File: config.mk
export PLATFORM = sky130hd
export DESIGN_NAME = m_ext_sequencer_flat
export DESIGN_NICKNAME = d
export VERILOG_FILES = /design/src/rtl/m_ext_sequencer_if.sv /design/src/rtl/m_ext_sequencer.sv /design/src/flat_wrapper.sv
export SDC_FILE = /design/constraint.sdc
export NUM_CORES = 1
export LEC_CHECK = 0
export ABC_AREA = 1
export BUFFER_PORTS_ARGS = -buffer_cell sky130_fd_sc_hd__buf_4
export CAP_MARGIN = 10
export CORE_MARGIN = 2
export CORE_UTILIZATION = 45
export CTS_CLUSTER_SIZE = 30
export DETAILED_ROUTE_END_ITERATION = 10
export GPL_ROUTABILITY_DRIVEN = 0
export PLACE_DENSITY = 0.76
export SLEW_MARGIN = 15
export SYNTH_ARGS = -nofsm -noshare
export SYNTH_HDL_FRONTEND = slang
export SYNTH_SLANG_ARGS = --single-unit
File: constraint.sdc
create_clock -name clk -period 1.65 [get_ports clk]
set_input_delay 0 -clock clk [delete_from_list [all_inputs] [get_ports clk]]
set_output_delay 0 -clock clk [all_outputs]
set_load 0.1 [all_outputs]
File: src/rtl/m_ext_sequencer_if.sv
// RV32M sequencer bus: EX request/result side plus multiplier/divider side.
// Latency: none, wiring only.
// Backpressure: m_stall holds EX; units are started by 1-cycle pulses, answered by done pulses.
`timescale 1ns/1ps
interface m_ext_sequencer_if;
   logic        m_req;
   logic [2:0]  m_funct3;
   logic [31:0] m_rs1;
   logic [31:0] m_rs2;
   logic        ex_advance;
   logic        flush;
   logic        m_stall;
   logic [31:0] m_result;
   logic        m_result_valid;
   logic        mul_start;
   logic        mul_done;
   logic [63:0] mul_product;
   logic        div_start;
   logic        div_done;
   logic [31:0] div_quotient;
   logic [31:0] div_remainder;
   logic [31:0] unit_op_a;
   logic [31:0] unit_op_b;
   logic [2:0]  unit_funct3;

   // Sequencer side
   modport slave (
      input  m_req, m_funct3, m_rs1, m_rs2, ex_advance, flush,
      input  mul_done, mul_product, div_done, div_quotient, div_remainder,
      output m_stall, m_result, m_result_valid, mul_start, div_start,
      output unit_op_a, unit_op_b, unit_funct3
   );

   // Pipeline / arithmetic unit side
   modport master (
      output m_req, m_funct3, m_rs1, m_rs2, ex_advance, flush,
      output mul_done, mul_product, div_done, div_quotient, div_remainder,
      input  m_stall, m_result, m_result_valid, mul_start, div_start,
      input  unit_op_a, unit_op_b, unit_funct3
   );
endinterface

File: src/rtl/m_ext_sequencer.sv
// Sequences one RV32M op at a time through the multi-cycle multiplier/divider, with a 1-entry div/rem cache.
// Latency: cache hit -> result 1 cycle after accept; miss -> 2 + unit latency.
// Backpressure: m_stall = m_req & !m_result_valid; result held until ex_advance or flush.
`timescale 1ns/1ps
module m_ext_sequencer #(
   parameter bit CACHE_EN = 1'b1
) (
   input  logic               clk,
   input  logic               rst,
   m_ext_sequencer_if.slave   bus
);

   localparam logic [2:0] S_IDLE     = 3'd0;
   localparam logic [2:0] S_ISSUE    = 3'd1;
   localparam logic [2:0] S_MUL_WAIT = 3'd2;
   localparam logic [2:0] S_DIV_WAIT = 3'd3;
   localparam logic [2:0] S_HOLD     = 3'd4;
   localparam logic [2:0] S_DRAIN    = 3'd5;

   logic [2:0]  state;
   logic [31:0] op_a;
   logic [31:0] op_b;
   logic [2:0]  op_f3;
   logic [31:0] result;

   logic        cache_valid;
   logic [31:0] cache_a;
   logic [31:0] cache_b;
   logic        cache_signed;
   logic [31:0] cache_q;
   logic [31:0] cache_r;

   logic        req_is_div;
   logic        req_signed;
   logic        cache_hit;
   logic        cur_is_div;
   logic [31:0] mul_sel;
   logic [31:0] div_sel;
   logic [31:0] cache_sel;

   // Request decode, cache lookup and unit-result selection
   always_comb begin
      req_is_div = bus.m_funct3[2];
      req_signed = ~bus.m_funct3[0];
      cache_hit  = CACHE_EN && cache_valid &&
                   (bus.m_rs1 == cache_a) && (bus.m_rs2 == cache_b) &&
                   (req_signed == cache_signed);
      cache_sel  = bus.m_funct3[1] ? cache_r : cache_q;
      cur_is_div = op_f3[2];
      // MUL takes the low word; MULH/MULHSU/MULHU the high word
      mul_sel    = (op_f3[1:0] == 2'b00) ? bus.mul_product[31:0] : bus.mul_product[63:32];
      // REM/REMU have funct3[1] set
      div_sel    = op_f3[1] ? bus.div_remainder : bus.div_quotient;
   end

   // Main sequencing FSM, operand/result registers and div/rem cache
   always_ff @(posedge clk) begin
      if (rst) begin
         state        <= S_IDLE;
         op_a         <= '0;
         op_b         <= '0;
         op_f3        <= '0;
         result       <= '0;
         cache_valid  <= 1'b0;
         cache_a      <= '0;
         cache_b      <= '0;
         cache_signed <= 1'b0;
         cache_q      <= '0;
         cache_r      <= '0;
      end else begin
         case (state)
            S_IDLE: begin
               if (bus.m_req && !bus.flush) begin
                  op_a  <= bus.m_rs1;
                  op_b  <= bus.m_rs2;
                  op_f3 <= bus.m_funct3;
                  if (req_is_div && cache_hit) begin
                     result <= cache_sel;
                     state  <= S_HOLD;
                  end else begin
                     state  <= S_ISSUE;
                  end
               end
            end
            S_ISSUE: begin
               // A flush here suppresses the start pulse, so nothing is outstanding
               if (bus.flush)
                  state <= S_IDLE;
               else
                  state <= cur_is_div ? S_DIV_WAIT : S_MUL_WAIT;
            end
            S_MUL_WAIT: begin
               if (bus.mul_done) begin
                  if (bus.flush) begin
                     state <= S_IDLE;
                  end else begin
                     result <= mul_sel;
                     state  <= S_HOLD;
                  end
               end else if (bus.flush) begin
                  state <= S_DRAIN;
               end
            end
            S_DIV_WAIT: begin
               if (bus.div_done) begin
                  if (bus.flush) begin
                     state <= S_IDLE;
                  end else begin
                     result <= div_sel;
                     state  <= S_HOLD;
                     if (CACHE_EN) begin
                        cache_valid  <= 1'b1;
                        cache_a      <= op_a;
                        cache_b      <= op_b;
                        cache_signed <= ~op_f3[0];
                        cache_q      <= bus.div_quotient;
                        cache_r      <= bus.div_remainder;
                     end
                  end
               end else if (bus.flush) begin
                  state <= S_DRAIN;
               end
            end
            S_HOLD: begin
               // flush and ex_advance lead to the same place
               if (bus.flush || bus.ex_advance)
                  state <= S_IDLE;
            end
            S_DRAIN: begin
               // Operands are untouched here, so op_f3 still names the busy unit
               if (cur_is_div ? bus.div_done : bus.mul_done)
                  state <= S_IDLE;
            end
            default: state <= S_IDLE;
         endcase
      end
   end

   // Outputs: start pulses only in ISSUE and only when not being flushed
   always_comb begin
      bus.m_result_valid = (state == S_HOLD);
      bus.m_stall        = bus.m_req & ~bus.m_result_valid;
      bus.m_result       = result;
      bus.mul_start      = (state == S_ISSUE) & ~cur_is_div & ~bus.flush;
      bus.div_start      = (state == S_ISSUE) &  cur_is_div & ~bus.flush;
      bus.unit_op_a      = op_a;
      bus.unit_op_b      = op_b;
      bus.unit_funct3    = op_f3;
   end

endmodule
File: src/flat_wrapper.sv
// flat-port wrapper written by rule: the top's interface ports become plain ports
module m_ext_sequencer_flat 
#(
   parameter bit CACHE_EN = 1'b1
)
  (clk, rst, bus_m_req, bus_m_funct3, bus_m_rs1, bus_m_rs2, bus_ex_advance, bus_flush, bus_mul_done, bus_mul_product, bus_div_done, bus_div_quotient, bus_div_remainder, bus_m_stall, bus_m_result, bus_m_result_valid, bus_mul_start, bus_div_start, bus_unit_op_a, bus_unit_op_b, bus_unit_funct3);
  m_ext_sequencer_if bus_i ();
  input  logic clk;
  input  logic rst;
  input wire logic [$bits(bus_i.m_req)-1:0] bus_m_req;
  input wire logic [$bits(bus_i.m_funct3)-1:0] bus_m_funct3;
  input wire logic [$bits(bus_i.m_rs1)-1:0] bus_m_rs1;
  input wire logic [$bits(bus_i.m_rs2)-1:0] bus_m_rs2;
  input wire logic [$bits(bus_i.ex_advance)-1:0] bus_ex_advance;
  input wire logic [$bits(bus_i.flush)-1:0] bus_flush;
  input wire logic [$bits(bus_i.mul_done)-1:0] bus_mul_done;
  input wire logic [$bits(bus_i.mul_product)-1:0] bus_mul_product;
  input wire logic [$bits(bus_i.div_done)-1:0] bus_div_done;
  input wire logic [$bits(bus_i.div_quotient)-1:0] bus_div_quotient;
  input wire logic [$bits(bus_i.div_remainder)-1:0] bus_div_remainder;
  output wire logic [$bits(bus_i.m_stall)-1:0] bus_m_stall;
  output wire logic [$bits(bus_i.m_result)-1:0] bus_m_result;
  output wire logic [$bits(bus_i.m_result_valid)-1:0] bus_m_result_valid;
  output wire logic [$bits(bus_i.mul_start)-1:0] bus_mul_start;
  output wire logic [$bits(bus_i.div_start)-1:0] bus_div_start;
  output wire logic [$bits(bus_i.unit_op_a)-1:0] bus_unit_op_a;
  output wire logic [$bits(bus_i.unit_op_b)-1:0] bus_unit_op_b;
  output wire logic [$bits(bus_i.unit_funct3)-1:0] bus_unit_funct3;
  assign bus_i.m_req = bus_m_req;
  assign bus_i.m_funct3 = bus_m_funct3;
  assign bus_i.m_rs1 = bus_m_rs1;
  assign bus_i.m_rs2 = bus_m_rs2;
  assign bus_i.ex_advance = bus_ex_advance;
  assign bus_i.flush = bus_flush;
  assign bus_i.mul_done = bus_mul_done;
  assign bus_i.mul_product = bus_mul_product;
  assign bus_i.div_done = bus_div_done;
  assign bus_i.div_quotient = bus_div_quotient;
  assign bus_i.div_remainder = bus_div_remainder;
  assign bus_m_stall = bus_i.m_stall;
  assign bus_m_result = bus_i.m_result;
  assign bus_m_result_valid = bus_i.m_result_valid;
  assign bus_mul_start = bus_i.mul_start;
  assign bus_div_start = bus_i.div_start;
  assign bus_unit_op_a = bus_i.unit_op_a;
  assign bus_unit_op_b = bus_i.unit_op_b;
  assign bus_unit_funct3 = bus_i.unit_funct3;
  m_ext_sequencer #(.CACHE_EN(CACHE_EN)) u_core (.clk(clk), .rst(rst), .bus(bus_i));
endmodule
-- After elaboration in Yosys (flattened, before gate mapping)
Cells that the tools add are included.
- word-level logic and storage cells: 73
- output and inout port bits: 103
- bits in registers: 232
- equality and inequality tests: 16
- bitwise operators: 10
- mux-type cells: 22
- reductions and logical operators: 14
- operator list (cell ; count):
    32-bit 2-to-1 mux ; 9
    32-bit one-hot mux with 3 select lines ; 1
    32-bit == test ; 2
    3-bit 2-to-1 mux ; 9
    3-bit one-hot mux with 6 select lines ; 1
    2-bit by 1-bit inequality test with 1-bit output, second input constant ; 4
    2-bit inequality test, second input constant ; 4
    7-bit AND reduction ; 1
    3-bit by 2-bit == test with 1-bit output, second input constant ; 2
    3-bit == test, second input constant ; 2
    3-bit AND reduction ; 2
    1-bit bitwise AND ; 5
    1-bit logical AND ; 5
    1-bit NOT ; 5
    3-bit by 1-bit == test with 1-bit output, second input constant ; 1
    3-bit zero test ; 1
    3-bit nonzero test ; 1
    2-bit zero test ; 1
    1-bit 2-to-1 mux ; 2
    2-bit AND reduction ; 1
    1-bit == test ; 1
    1-bit zero test ; 1
    1-bit logical OR ; 1

-- Depth between registers and ports, before layout
Gate-level depths: netlist of the first run.
- depth in word-level cells: 8
- depth in mapped cells: 15

-- Worst setup path before layout of the first run
No wires, ideal clock.
- kind: register to output
- start point: register u_core.state[2]
- end point: output bus_m_stall
- cell stages (with the launch flop): 4
- arrival: 3.880 ns
- slack: -2.230 ns
- path buffers: 0
- cell sequence: dfxtp_1 inv_1 nor3_1 nor2_1
- longest elaborated chain between the ends: 3
- ends and longest elaborated chain (item ; RTL line ; RTL):
    start, declared ; m_ext_sequencer.sv:20 ; logic [2:0] state;
    start signal, assigned ; m_ext_sequencer.sv:90 ; state <= cur_is_div ? S_DIV_WAIT : S_MUL_WAIT;
    3-bit == test ; m_ext_sequencer.sv:141 ; bus.m_result_valid = (state == S_HOLD);
    net bus_m_result_valid ; flat_wrapper.sv:23 ; output wire logic [$bits(bus_i.m_result_valid)-1:0] bus_m_result_valid;
    1-bit NOT ; m_ext_sequencer.sv:142 ; bus.m_stall = bus.m_req & ~bus.m_result_valid;
    1-bit bitwise AND ; m_ext_sequencer.sv:142 ;
    end, declared ; flat_wrapper.sv:21 ; output wire logic [$bits(bus_i.m_stall)-1:0] bus_m_stall;
The timed path passes the listed nets, and every way through them passes these cells.

-- Final worst setup path of the first run
- start point: register u_core.cache_a[31]
- end point: register u_core.result[9] (netlist: u_core.bus.m_result[9])
- longest elaborated chain between the ends: 7
- ends and longest elaborated chain (item ; RTL line ; RTL):
    start, declared ; m_ext_sequencer.sv:27 ; logic [31:0] cache_a;
    start signal, assigned ; m_ext_sequencer.sv:113 ; cache_a <= op_a;
    32-bit == test ; m_ext_sequencer.sv:46 ; (bus.m_rs1 == cache_a) && (bus.m_rs2 == cache_b) &&
    1-bit logical AND ; m_ext_sequencer.sv:45 ; cache_hit = CACHE_EN && cache_valid &&
    1-bit logical AND (2 in series) ; m_ext_sequencer.sv:46 ;
    1-bit logical AND ; m_ext_sequencer.sv:77 ; if (req_is_div && cache_hit) begin
    2-bit by 1-bit inequality test with 1-bit output (no source line) ; -- ;
    7-bit AND reduction (no source line) ; -- ;
    end signal, assigned ; m_ext_sequencer.sv:78 ; result <= cache_sel;
    end signal, assigned ; m_ext_sequencer.sv:97 ; result <= mul_sel;
    end signal, assigned ; m_ext_sequencer.sv:109 ; result <= div_sel;
    end, declared ; m_ext_sequencer.sv:24 ; logic [31:0] result;
Every way passes these cells.
A chain may end at the register's enable or synchronous reset.

==> metrics.md, run 1 <==
| Metric | Value |
|---|---|
| Total congestion overflow | 0 |
| RSZ-0062 raised after global routing | yes |
| Crit Path Class | flop to flop |
| Post-Synthesis Cells | 1639 |
| Setup TNS | -4.77 ns |
| PortBufs | 304 |
| Cell Area, Synth | 10800 sq um |
| Rows | 56 |
| Core footprint | 23500 sq um |
| Global Route Usage Sum | 29.7% |
| Routed via count | 12600 |
| Fmax | 0.544 GHz |
| R2r endpoint | u_core.bus.m_result[9] |
| Die H | 159 microns |
| Number of global-route vias before repair | 12200 |
| Syn_area_per_cell | 6.61 sq um |
| Register Area | 4670 sq um |
| Pre-Repair DR Iteration Count | 6 |
| Post-synthesis compound-gate area fraction | 20.7% |
| Fin worst setup slack | -0.189 ns |
| Final min period | 1.84 ns |
| Total Wirelength | 39.9 mm |
| Worst r2r src | u_core.cache_a[31] |
| Largest net degree at the start of global routing | 72 |
| Startpoint types | flop |
| Share of layout cells above drive strength 1 | 24.5% |
| Mux share of post-synthesis cell area | 0% |
| Antenna Violating Nets Remaining | 0 |
| Worst Hold Class | primary input to flop |
| DP Area | 13900 sq um |
| VDD IR max | 0.815 mV |
| Slowest cell delay on critical path | 0.34 ns |
| Final setup fails | 33 |
| Status | complete, but fails checks |
| DRC viols | 0 |
| Largest family of logic cells by synthesized area | simple AND/OR/NAND/NOR gates |
| Routed len/inst | 16.5 microns |
| Hold path start | bus_mul_product[63] |
| Final net count | 2282 |
| Via density per instance | 5.20 |
| Die Width | 159 microns |
| Worst path required time | 2.05 ns |
| Count of pins over their slew limit | 0 |
| Synth Warn # | 0 |
| Fill count | 1844 |
| Hold Path Cell Cnt | 7 |
| Worst path most repeated cell | nand2_1 |
| Sink Count | 232 |
| Final core utilization | 70.2% |
| Crit path cell chain | inv_2 -> nand2_1 -> o21ai_1 -> nor2_1 -> nand2_1 -> nor2_4 -> nand2_1 -> nor2_2 -> nand3_2 -> nand2_4 -> buf_12 -> clkbuf_16 -> nand3_2 -> nand2_1 -> nor2_1 |
| Hpwl dp | 24.9 mm |
| Sequential share of the synthesized area | 42.9% |
| Initial Util | 46.0% |
| H-Tree Depth | 1 |
| Xor/xnor cell area share of the yosys netlist | 1.54% |
| Drt initial violations | 889 |
| Simple-Gate Fraction of Synth Area | 26.9% |
| Pwr Density | 958 nW/um^2 |
| Dominant synthesized flop cell | dfxtp_1 |
| Antenna violations before repair | 3 |
| Flop2flop setup slack | -0.19 ns |
| Footprint of the multi-input gates | 5540 sq um |
| CP Max Fanout | 6 |
| Inserted Clock Buffers | 25 |
| Hold EP | u_core.bus.m_result[31] |
| Adder-cell share of the synthesized area | 0% |
| Worst Setup End Kind | flop |
| CTS root buffer | clkbuf_16 |
| Max_cap viols | 0 |
| Lkg Pwr | 7.18 nW |
| Die area | 25300 sq um |
| Design Area, Final | 16500 sq um |
| Endpoints failing hold | 0 |
| First-pass GRT wire length | 61.9 mm |
| Clk Latency, worst-skew pair | 0.52 ns |
| Post-synth cell types | 28 |
| Clock transition at path regs | 0.06 ns |
| Ys async rst share | 0% |
| P&R area growth vs syn | 52.4% |
| Skew final | 0.0233 ns |
| Worst relative slew slack | 67.9% |
| Worst slew pin tran | 0.479 ns |
| Number of synthesized flops with an enable pin | 0 |
| Period utilisation layout | 111% |
| Worst Reg-to-Reg Cells | 15 |
| Yosys reg bits | 232 |
| Critical Path AT | 2.24 ns |
| CTS max path bufs | 3 |
| Ports | 305 |
| Mapped Nets | 1841 |
| Failing checks | setup timing |
| Slowest CP cell | dfxtp_2 |
| TritonCTS clock tree | yes |
[cell usage in the layout (no fill, tap or decap), types with 2 or more instances in the layout]
cell and n:
nand3_2 16, o21ai_1 10, nor2_1 314, clkbuf_16 29, nand2_4 2, clkinvlp_4 2, buf_16 3, clkbuf_8 6
a211oi_1 28, buf_4 353, nand2_1 345, inv_2 16, dfxtp_1 217, nor2_2 8, buf_12 21, inv_1 86
dfxtp_4 3, nor3_1 6, or2_1 2, inv_4 3, clkinv_2 5, nand4_1 6, or2_2 3, nand3_4 2
xnor2_1 19, dlygate4sd3_1 136, dfxtp_2 12, nor2_4 9, buf_6 6, a21oi_1 181, nand3_1 21, nand2_2 8
o21ai_0 208, diode_2 2, clkbuf_1 4
[state kept, by name, summed over array words and instances (netlist names)]
register and count:
u_core.bus.m_result 32, u_core.bus.unit_funct3 3, u_core.bus.unit_op_a 32, u_core.bus.unit_op_b 32, u_core.cache_a 32, u_core.cache_b 32
u_core.cache_q 32, u_core.cache_r 32, u_core.cache_signed 1, u_core.cache_valid 1, u_core.state 3
[worst max-delay path, delay by kind of cell, from the launching register on]
family,cells,cell delay [ns]
flip-flops,1,0.34
AND/OR/NAND/NOR,11,0.99
buffers and inverters,3,0.35
AO/OA/AOI/OAI,1,0.06
[area by class of cell]
class	count	share of cell area, %
multi-input cells	1193	33.6
diodes	2	0.0303
clock buffers	36	4.53
well taps	319	2.42
repair buffers	523	28.3
clock inverters	9	0.462
inverters	105	2.45
flip-flops and latches	232	28.3
[routing by layer]
layer  up-vias  share of wire (%)  track usage [%]
met5         -              0.033                0
met4         2                5.5             15.0
met3       134                8.4             7.06
met2       574                 47             51.8
met1      5692                 39             33.9
li1       6165                  -                -
[worst max path at each step]
stage	to	start	slack, ns	depth (start not counted)
after floorplan	bus_m_stall	u_core.state[2]	-0.29	3
after global placement	u_core.bus.m_result[9]	u_core.cache_a[16]	-0.24	14
after detailed placement	u_core.bus.m_result[3]	u_core.cache_a[31]	-0.31	14
after CTS	u_core.bus.m_result[3]	u_core.cache_a[14]	-0.19	14
after global routing	u_core.bus.m_result[10]	u_core.cache_a[31]	-0.37	15
final	u_core.bus.m_result[9]	u_core.cache_a[31]	-0.19	15
[kinds of logic (layout without fill, tap and decap cells)]
family,count (synthesis),in the layout
simple gates,745,745
compound gates,429,429
flops,232,232
buf+inv,214,673
xor+xnor,19,19
other cells,0,2
[synthesized netlist by cell type (5+ instances only)]
library cell | instances | area (sq um)
buf_1 | 5 | 18.8
xnor2_1 | 19 | 166
dfxtp_1 | 232 | 4640
nor2_1 | 330 | 1240
clkbuf_1 | 89 | 334
inv_1 | 95 | 357
nor3_1 | 7 | 35.0
inv_2 | 9 | 33.8
nand3_1 | 38 | 190
o21ai_0 | 215 | 1080
buf_6 | 6 | 67.6
nand2_1 | 354 | 1330
nand4_1 | 6 | 37.5
a21oi_1 | 181 | 906
a211oi_1 | 28 | 210
buf_2 | 5 | 25.0
[metrics by stage]
stage / power (W) / worst slack (ns) / cells / hold slack (ns)
floorplan: 0.00854 / -0.286 / 1639 / 0.0594
global placement: 0.00969 / -0.238 / 2225 / 0.220
detailed placement: 0.00974 / -0.307 / 2225 / 0.230
CTS: 0.0157 / -0.189 / 2413 / 0.00590
global route: 0.0163 / -0.370 / 2419 / 0.0538
finish: 0.0158 / -0.189 / 2419 / 0.0204
[report_power, final]
| group | internal (W) | leakage (nW) | switching [W] |
|---|---|---|---|
| sequential | 0.00581 | 1.89 | 0.000158 |
| clock | 0.00330 | 0.407 | 0.00232 |
| combinational | 0.00142 | 4.88 | 0.00280 |
[timing repair]
action,4_1_cts,5_1_grt
pin swaps,10,34
setup buffers,5,2
hold buffers,136,0
hold endpoints to repair,182,0
endpoints found under the setup margin,59,49
cloned,3,3
gates resized for setup,28,61
Note: power is estimated with default switching activity, not from simulation.
==> inputs of run 2 (changes only) <==
--- a/config.mk
+++ b/config.mk
@@ -18,3 +18,4 @@
 export SYNTH_ARGS = -nofsm -noshare
 export SYNTH_HDL_FRONTEND = slang
 export SYNTH_SLANG_ARGS = --single-unit
+export TNS_END_PERCENT = 20
==> metrics.md, run 2 (synthesis gave the netlist of run 1 again) <==
| Metric | Value |
|---|---|
| Routed wl met2 | 18.7 mm (was 18.9 mm) |
| Drt initial violations | 888 (was 889) |
| Critical Path AT | 2.29 ns (was 2.24 ns) |
| Antenna violations before repair | 1 (was 3) |
| Ports | 305 (unchanged) |
| Worst slew pin tran | 0.471 ns (was 0.479 ns) |
| Metal1 wirelength | 15.3 mm (was 15.5 mm) |
| Hpwl dp | 25.2 mm (was 24.9 mm) |
| Startpoint types | flop (unchanged) |
| Clk Latency, worst-skew pair | 0.53 ns (was 0.52 ns) |
| CTS max path bufs | 3 (unchanged) |
| Period utilisation layout | 114% (was 111%) |
| Top sig layer | met5 (unchanged) |
| Slowest CP cell | dfxtp_2 (unchanged) |
| RSZ-0062 raised after global routing | yes (unchanged) |
| Die Width | 159 microns (unchanged) |
| Share of layout cells above drive strength 1 | 23.9% (was 24.5%) |
| Lkg Pwr | 7.17 nW (was 7.18 nW) |
| CP bufs+invs | 3 (unchanged) |
| VDD IR max | 0.858 mV (was 0.815 mV) |
| Worst Hold Class | primary input to flop (unchanged) |
| CP Max Fanout | 6 (unchanged) |
| Final min period | 1.88 ns (was 1.84 ns) |
| Largest net degree at the start of global routing | 71 (was 72) |
| Worst path most repeated cell | nand2_1 (unchanged) |
| Total congestion overflow | 0 (unchanged) |
| PortBufs | 304 (unchanged) |
| Skew final | 0.0147 ns (was 0.0233 ns) |
| Routed via count | 12500 (was 12600) |
| Final core utilization | 69.8% (was 70.2%) |
| Delay-heaviest family, CP | simple AND/OR/NAND/NOR gates (unchanged) |
| Final setup fails | 35 (was 33) |
| Placed Cells | 2226 (was 2225) |
| Die area | 25300 sq um (unchanged) |
| Most common cell after layout, fill and taps aside | buf_4 (unchanged) |
| Routed len/inst | 16.0 microns (was 16.5 microns) |
| Setup TNS | -6.72 ns (was -4.77 ns) |
| Endpoints failing hold | 0 (unchanged) |
| Worst path required time | 2.06 ns (was 2.05 ns) |
| Fmax | 0.532 GHz (was 0.544 GHz) |
| Via density per instance | 5.19 (was 5.20) |
| Inserted Clock Buffers | 26 (was 25) |
| Global Route Usage Sum | 29.2% (was 29.7%) |
| Antenna diodes | 0 (was 2) |
| Pre-CTS setup slack | -0.297 ns (was -0.307 ns) |
| Core footprint | 23500 sq um (unchanged) |
| Worst Setup End Kind | flop (unchanged) |
| CTS root buffer | clkbuf_16 (unchanged) |
| Fin worst setup slack | -0.229 ns (was -0.189 ns) |
| Slowest cell delay on critical path | 0.33 ns (was 0.34 ns) |
| Final Non-Filler Cells | 2412 (was 2419) |
| Routed wl met3 | 3.10 mm (was 3.35 mm) |
| Crit Path Class | flop to flop (unchanged) |
| Total Wirelength | 38.6 mm (was 39.9 mm) |
| H-Tree Depth | 1 (unchanged) |
| Hold WS | 0.0178 ns (was 0.0204 ns) |
| Fill count | 1873 (was 1844) |
| Worst relative slew slack | 68.6% (was 67.9%) |
| Clock transition at path regs | 0.06 ns (about the same) |
| TritonCTS clock tree | yes (unchanged) |
| Die H | 159 microns (unchanged) |
| Initial Util | 46.0% (unchanged) |
| Max_cap viols | 0 (unchanged) |
| Rows | 56 (unchanged) |
| Crit path cell chain | inv_2 -> nand2_1 -> o21ai_0 -> nor2_1 -> nand2_1 -> nor2_4 -> nand2_2 -> nor2_4 -> nand3_2 -> nand2_4 -> buf_12 -> clkbuf_16 -> nand3_2 -> nand2_1 -> nor2_1 (was inv_2 -> nand2_1 -> o21ai_1 -> nor2_1 -> nand2_1 -> nor2_4 -> nand2_1 -> nor2_2 -> nand3_2 -> nand2_4 -> buf_12 -> clkbuf_16 -> nand3_2 -> nand2_1 -> nor2_1) |
| Sink Count | 232 (unchanged) |
| Pwr Density | 958 nW/um^2 (about the same) |
| Antenna Violating Nets Remaining | 0 (unchanged) |
| DRC viols | 0 (unchanged) |
| Failing checks | setup timing (unchanged) |
| Pre-Repair DR Iteration Count | 6 (unchanged) |
| P&R area growth vs syn | 51.7% (was 52.4%) |
| Final net count | 2283 (was 2282) |
| First-pass GRT wire length | 61.7 mm (was 61.9 mm) |
| Count of pins over their slew limit | 0 (unchanged) |
| Status | complete, but fails checks (unchanged) |
| Commonest cells after routing, fill and taps aside | buf_4 (354), nand2_1 (349), nor2_1 (318) (was buf_4 (353), nand2_1 (345), nor2_1 (314)) |
| Number of global-route vias before repair | 12100 (was 12200) |
-- run 2: cell count changes in the layout (fill, tap and decap cells not counted), moves of 3 or more --
cell      previous run  this run
nand2_2              8         5
nor2_1             314       318
dfxtp_2             12        17
inv_1               86        90
o21ai_0            208       214
clkbuf_8             6         3
dfxtp_1            217       212
inv_2               16        12
nand2_1            345       349
nor2_4               9         6
o21ai_1             10         4
-- run 2: repair_timing --
| action | 4_1_cts | 5_1_grt |
|---|---|---|
| buffers inserted | 5 | 1 |
| setup endpoints to repair | 37 | 55 |
| hold endpoints to repair | 182 | 0 |
| gates cloned | 2 | 2 |
| resized for setup | 29 | 41 |
| pin swaps | 5 | 21 |
| hold buffers | 136 | 0 |
-- run 2: worst register-to-register path, cell delays in order (launching register included) --
cell and delay [ns]:
dfxtp_2 0.33, inv_2 0.04, nand2_1 0.06, o21ai_0 0.08, nor2_1 0.12, nand2_1 0.10
nor2_4 0.15, nand2_2 0.07, nor2_4 0.12, nand3_2 0.09, nand2_4 0.13, buf_12 0.16
clkbuf_16 0.16, nand3_2 0.05, nand2_1 0.06, nor2_1 0.04
-- run 2: final timing paths --
| kind | startpoint | endpoint | slack (ns) | cells after the start |
|---|---|---|---|---|
| max reg2reg | u_core.cache_b[3] | u_core.bus.m_result[14] | -0.23 | 15 |
| min reg2reg | u_core.cache_a[29] | u_core.cache_a[29] | 0.47 | 2 |
| max | u_core.cache_b[3] | u_core.bus.m_result[14] | -0.23 | 15 |
| min | bus_mul_product[37] | u_core.bus.m_result[5] | 0.02 | 7 |
-- run 2: report_power, final --
part           internal (W)  switching, W
registers           0.00582      0.000153
logic               0.00140       0.00277
clock network       0.00333       0.00228
-- run 2: per-layer routing --
| metal | global-route usage [%] | vias to the layer above |
|---|---|---|
| met2 | 52.1 | 543 |
| met3 | 6.25 | 95 |
| met1 | 34.8 | 5702 |
| li1 | - | 6165 |
| met4 | 10.1 | 2 |
| met5 | 0 | - |
-- run 2: area by class of cell --
cell class	instances	area (sq um)	area share [%]
Clock buffer	35	757	4.60
Sequential cell	232	4680	28.5
Multi-Input combinational cell	1193	5500	33.5
Tap cell	319	399	2.43
Inverter	105	404	2.46
Timing Repair Buffer	523	4640	28.2
Clock inverter	5	61.3	0.373
-- run 2: metrics by stage --
stage	area (sq um)	total power (W)
4_1_cts	16200	0.0157
3_3_place_gp	13900	0.00970
6_report	16400	0.0158
2_1_floorplan	10900	0.00854
3_5_place_dp	13900	0.00974
5_1_grt	16400	0.0163
